===== src/rtl/imem_arbiter.sv =====
// Single-port instruction memory arbiter: loader writes vs CPU fetch reads, 1-cycle read latency.
// Optional fairness (bounded loader bursts) enabled by defining IMEM_ARB_FAIRNESS_EN.
module imem_arbiter #(
  parameter int DATA_W    = 16,
  parameter int ADDR_W    = 16,
  parameter int DEPTH     = 1024,
  parameter int MAX_BURST = 4,
  localparam int MEM_AW   = $clog2(DEPTH)
) (
  input  logic              clk,
  input  logic              reset,
  input  logic              fetch_req,
  input  logic [ADDR_W-1:0] fetch_addr,
  output logic              fetch_gnt,
  output logic              fetch_rvalid,
  output logic [DATA_W-1:0] fetch_rdata,
  output logic              fetch_err,
  input  logic              load_req,
  input  logic [ADDR_W-1:0] load_addr,
  input  logic [DATA_W-1:0] load_data,
  output logic              load_gnt,
  output logic              load_err,
  output logic              mem_en,
  output logic              mem_we,
  output logic [MEM_AW-1:0] mem_addr,
  output logic [DATA_W-1:0] mem_wdata,
  input  logic [DATA_W-1:0] mem_rdata,
  output logic              busy
);

  localparam logic [ADDR_W-1:0] DEPTH_A = ADDR_W'(DEPTH);

  logic w_fetch_ok;
  logic w_load_ok;
  logic w_force_fetch;
  logic r_rd_pend;
  logic r_rd_err;
  logic r_load_err;

  assign w_fetch_ok = (fetch_addr < DEPTH_A);
  assign w_load_ok  = (load_addr < DEPTH_A);

`ifdef IMEM_ARB_FAIRNESS_EN
  localparam int CNT_W = $clog2(MAX_BURST + 1);
  localparam logic [CNT_W-1:0] BURST_MAX = CNT_W'(MAX_BURST);

  logic [CNT_W-1:0] r_burst_cnt;

  assign w_force_fetch = (r_burst_cnt == BURST_MAX) && fetch_req && load_req;

  // Counts only loader wins that made a fetch wait; any fetch win or idle fetch resets it.
  always_ff @(posedge clk) begin
    if (!reset) begin
      r_burst_cnt <= '0;
    end else if (fetch_gnt || !fetch_req) begin
      r_burst_cnt <= '0;
    end else if (load_gnt && (r_burst_cnt != BURST_MAX)) begin
      r_burst_cnt <= r_burst_cnt + 1'b1;
    end
  end
`else
  assign w_force_fetch = 1'b0;
`endif

  always_comb begin
    load_gnt  = 1'b0;
    fetch_gnt = 1'b0;
    if (reset) begin
      load_gnt  = load_req && !w_force_fetch;
      fetch_gnt = fetch_req && (!load_req || w_force_fetch);
    end
  end

  always_comb begin
    mem_en    = 1'b0;
    mem_we    = 1'b0;
    mem_addr  = fetch_addr[MEM_AW-1:0];
    mem_wdata = '0;
    if (load_gnt) begin
      mem_en    = w_load_ok;
      mem_we    = w_load_ok;
      mem_addr  = load_addr[MEM_AW-1:0];
      mem_wdata = load_data;
    end else if (fetch_gnt) begin
      mem_en    = w_fetch_ok;
    end
  end

  always_ff @(posedge clk) begin
    if (!reset) begin
      r_rd_pend  <= 1'b0;
      r_rd_err   <= 1'b0;
      r_load_err <= 1'b0;
    end else begin
      r_rd_pend  <= fetch_gnt;
      r_rd_err   <= fetch_gnt && !w_fetch_ok;
      r_load_err <= load_gnt && !w_load_ok;
    end
  end

  // Gating with reset drops a read that was in flight when reset arrives.
  assign fetch_rvalid = r_rd_pend && reset;
  assign fetch_err    = r_rd_err && reset;
  assign busy         = fetch_rvalid;
  assign load_err     = r_load_err && reset;
  assign fetch_rdata  = (fetch_rvalid && !r_rd_err) ? mem_rdata : '0;

endmodule


===== config.mk =====
export PLATFORM = sky130hd
export DESIGN_NAME = imem_arbiter
export DESIGN_NICKNAME = d
export VERILOG_FILES = /design/src/rtl/imem_arbiter.sv
export SDC_FILE = /design/constraint.sdc
export NUM_CORES = 1
export LEC_CHECK = 0
export CORE_MARGIN = 5
export CORE_UTILIZATION = 18
export DETAILED_ROUTE_END_ITERATION = 6
export PLACE_DENSITY = 0.81
export SETUP_SLACK_MARGIN = 0.05
export SLEW_MARGIN = 10
export SYNTH_ARGS = -nofsm -noshare
export SYNTH_HDL_FRONTEND = slang
export SYNTH_SLANG_ARGS = --single-unit

===== constraint.sdc =====
create_clock -name clk -period 1.2 [get_ports clk]
set_input_delay 0.12 -clock clk [delete_from_list [all_inputs] [get_ports clk]]
set_output_delay 0.12 -clock clk [all_outputs]
set_load 0.01 [all_outputs]

==> flow_results.xml <==
<?xml version="1.0" encoding="UTF-8"?>
<metrics>
  <group name="layout">
    <metric name="flow.area_growth_from_synthesis" unit="%">245.4</metric>
    <metric name="finalNetCount" unit="">278</metric>
    <metric name="drive_gt1_share" unit="%">37.32</metric>
    <metric name="finalNonFillerCells" unit="">242</metric>
    <metric name="antenna_cells_inserted" unit="">0</metric>
  </group>
  <group name="worst_hold_path">
    <metric name="hold-path-cell-count" unit="">4</metric>
    <metric name="holdCritStartpoint" unit="">load_req</metric>
    <metric name="min-delay-path-class" unit="">in -&gt; reg</metric>
    <metric name="hold_worst_path_end" unit="">r_load_err</metric>
  </group>
  <group name="setup_path">
    <metric name="required" unit="ps">1080</metric>
    <metric name="criticalPathCategory" unit="">reg -&gt; out</metric>
    <metric name="cp-startpoint" unit="">r_rd_pend</metric>
    <metric name="crit_path_dat" unit="ps">1290</metric>
    <metric name="startpoint_type" unit="">flip-flop</metric>
    <metric name="worst_path_maximum_fanout" unit="">16</metric>
    <metric name="endpoint_kind" unit="">output port</metric>
  </group>
  <group name="sta">
    <metric name="max_clock_freq" unit="GHz">0.7099</metric>
    <metric name="hold_viol_final" unit="">0</metric>
    <metric name="worst_slew_pin_slew" unit="ps">163.4</metric>
    <metric name="timing.final.max_slew_violations" unit="">0</metric>
    <metric name="post-route-worst-setup-slack" unit="ps">-208.6</metric>
    <metric name="worst_max_slew_margin_expressed_relative_to_the_limit" unit="%">89.06</metric>
    <metric name="finalSetupTns" unit="ps">-3226</metric>
    <metric name="hold_slack" unit="ps">342.3</metric>
    <metric name="setup_repair_after_global_routing_missed_its_margin" unit="">yes</metric>
    <metric name="setup_viols_final" unit="">16</metric>
    <metric name="fin_crit_sh" unit="%">117.4</metric>
    <metric name="post-route-min-period" unit="ps">1409</metric>
  </group>
  <group name="drt">
    <metric name="firstDrtPassIters" unit="">4</metric>
    <metric name="route.final.wire_length" unit="um">3527</metric>
    <metric name="drt_first_iter_violations" unit="">15</metric>
    <metric name="post_drt_via_cell_ratio" unit="">4.384</metric>
    <metric name="route.vias.total" unit="">1061</metric>
    <metric name="drc_violation_count_after_routing" unit="">0</metric>
    <metric name="route.detailed.wl_per_inst" unit="um">14.57</metric>
    <metric name="final_antenna_net_count" unit="">0</metric>
  </group>
  <group name="synth">
    <metric name="yosys_register_bits" unit="">3</metric>
    <metric name="synth.area.top_cells" unit="">and2_1, mux2_4, and3_1</metric>
    <metric name="yosys_warnings" unit="">0</metric>
    <metric name="synth.yosys.seq_area_share" unit="%">11.06</metric>
    <metric name="netlist-cell-type-count" unit="">19</metric>
    <metric name="post_synthesis_cells" unit="">72</metric>
    <metric name="average_footprint_of_a_synthesized_cell" unit="um2">7.542</metric>
    <metric name="synth.cell_area" unit="um2">543.0</metric>
    <metric name="synth_area_leader_cell" unit="">and2_1</metric>
    <metric name="syn-num-nets" unit="">140</metric>
    <metric name="yosysTopAreaCellShare" unit="%">21.89</metric>
  </group>
  <group name="power_and_ir_drop">
    <metric name="fin_total_pwr" unit="uW">816.3</metric>
    <metric name="leakage" unit="uW">0.001020</metric>
    <metric name="irDropWorstVdd" unit="V">0.0003510</metric>
    <metric name="p_per_area" unit="nW/um2">435.2</metric>
  </group>
  <group name="cts">
    <metric name="tritoncts_clock_tree" unit="">done</metric>
    <metric name="cts-buffers-inserted" unit="">3</metric>
    <metric name="h-tree-depth" unit="">1</metric>
    <metric name="ctsLongestPathBuffers" unit="">2</metric>
    <metric name="cts.root.buffer_cell" unit="">clkbuf_4</metric>
    <metric name="clock-sinks" unit="">3</metric>
    <metric name="path_clk_slew" unit="ps">40</metric>
  </group>
  <group name="floorplan">
    <metric name="die_w" unit="um">64.93</metric>
    <metric name="core" unit="um2">2978</metric>
    <metric name="num_rows" unit="">20</metric>
    <metric name="vertical_die_dimension" unit="um">64.93</metric>
    <metric name="initial_util" unit="%">18.24</metric>
    <metric name="ioPinCount" unit="">118</metric>
    <metric name="fp.dieArea" unit="um2">4215</metric>
  </group>
  <group name="global_route">
    <metric name="grt_antenna_before_repair" unit="">0</metric>
    <metric name="global_route.usage.total" unit="%">16.28</metric>
    <metric name="vias_in_the_first_global_route" unit="">1169</metric>
    <metric name="maximum_number_of_pins_on_one_net_before_global_route_repair" unit="">17</metric>
    <metric name="grt_pass1_wl" unit="um">5306</metric>
    <metric name="gr-total-overflow" unit="">0</metric>
  </group>
  <group name="place">
    <metric name="place_inst" unit="">225</metric>
    <metric name="post-place-ws" unit="ps">-816.7</metric>
    <metric name="hpwlAfterDp" unit="um">2894</metric>
    <metric name="io_buffer_count" unit="">117</metric>
    <metric name="routability_driven_placement_congestion_ratio" unit="">0.7234</metric>
  </group>
  <group name="outcome">
    <metric name="violations" unit="">setup timing</metric>
    <metric name="result_of_the_run" unit="">finished with violations</metric>
  </group>
  <group name="job">
    <metric name="max_cap_viol_count" unit="">0</metric>
  </group>
</metrics>
-- repair_timing --
action	in CTS	in global routing
pin swaps	7	1
resized for setup	166	18
buffers inserted	12	0
setup endpoints to repair	50	29
hold buffers	0	0
gates cloned	1	0
-- where the power goes --
group	internal [uW]	switching, uW
logic	363	162
registers	105	1.17
clock network	125	60.0
total	593	224
-- worst max path at each step --
stage | endpoint | depth (start not counted)
3_3_place_gp | fetch_rdata[11] | 6
2_1_floorplan | fetch_rdata[10] | 4
6_report | fetch_rdata[6] | 5
5_1_grt | fetch_rdata[6] | 5
4_1_cts | fetch_rdata[2] | 5
3_5_place_dp | fetch_rdata[2] | 6
-- Yosys cell counts --
cell type,number
inv_1,3
mux2_4,6
and2b_1,1
a31oi_1,2
clkbuf_1,2
nand2_2,1
nand4_1,1
nor2_1,7
buf_2,1
nand3b_1,1
mux2_2,4
o21ai_0,1
dfxtp_1,3
nand3_1,1
buf_4,2
and3_1,14
buf_6,1
and2_1,19
and3_2,2
-- sequential cells by signal, summed over array words and instances, names as in the netlist --
register    count
r_rd_pend       1
r_rd_err        1
r_load_err      1
-- through the flow --
step / util (%) / cell area, um2
CTS: 62.02 / 1847
global route: 62.98 / 1876
global placement: 60.76 / 1809
floorplan: - / 543.0
detailed placement: 60.76 / 1809
finish: 62.98 / 1876
-- cells by family (layout without fill, tap and decap cells) --
kind of cell | after synthesis | after routing | share of synthesized area, %
compound gates | 3 | 3 | 3.225
buf+inv | 9 | 146 | 9.215
flops | 3 | 3 | 11.06
mux | 10 | 10 | 24.88
simple gates | 47 | 47 | 51.61
-- placed cells by master (no fill, tap or decap), types with 2 or more instances in the layout --
cell	synthesis	layout
clkdlybuf4s50_1	0	57
buf_2	1	24
dlygate4sd2_1	0	20
and2_1	19	16
buf_4	2	16
and3_1	14	14
clkdlybuf4s15_1	0	9
mux2_4	6	8
buf_6	1	7
nor2_2	0	6
and2_4	0	3
inv_1	3	3
clkbuf_4	0	3
dfxtp_1	3	3
and3_2	2	2
mux2_2	4	2
a31oi_1	2	2
buf_12	0	2
-- critical path, stage by stage, from the launching register on --
cell and delay (ps):
dfxtp_1 290, and2_4 150, and2b_1 180, buf_12 140, and2_1 150, buf_2 130
-- area by class of cell --
cell class / count / area (um2)
Clock buffer: 4 / 26.28
Sequential cell: 3 / 60.06
Timing Repair Buffer: 139 / 1255
Tap cell: 33 / 41.29
Inverter: 3 / 11.26
Fill cell: 278 / 1102
Multi-Input combinational cell: 60 / 481.7
-- metal layers --
layer  GRT usage (%)  share of wire, %  wire length, um
met4           6.332               2.2               79
met3           5.199                12              422
met2           33.59                54             1906
met5               0                 0                0
met1           13.99                32             1119
No activity file was read; power rests on OpenSTA's default activity.
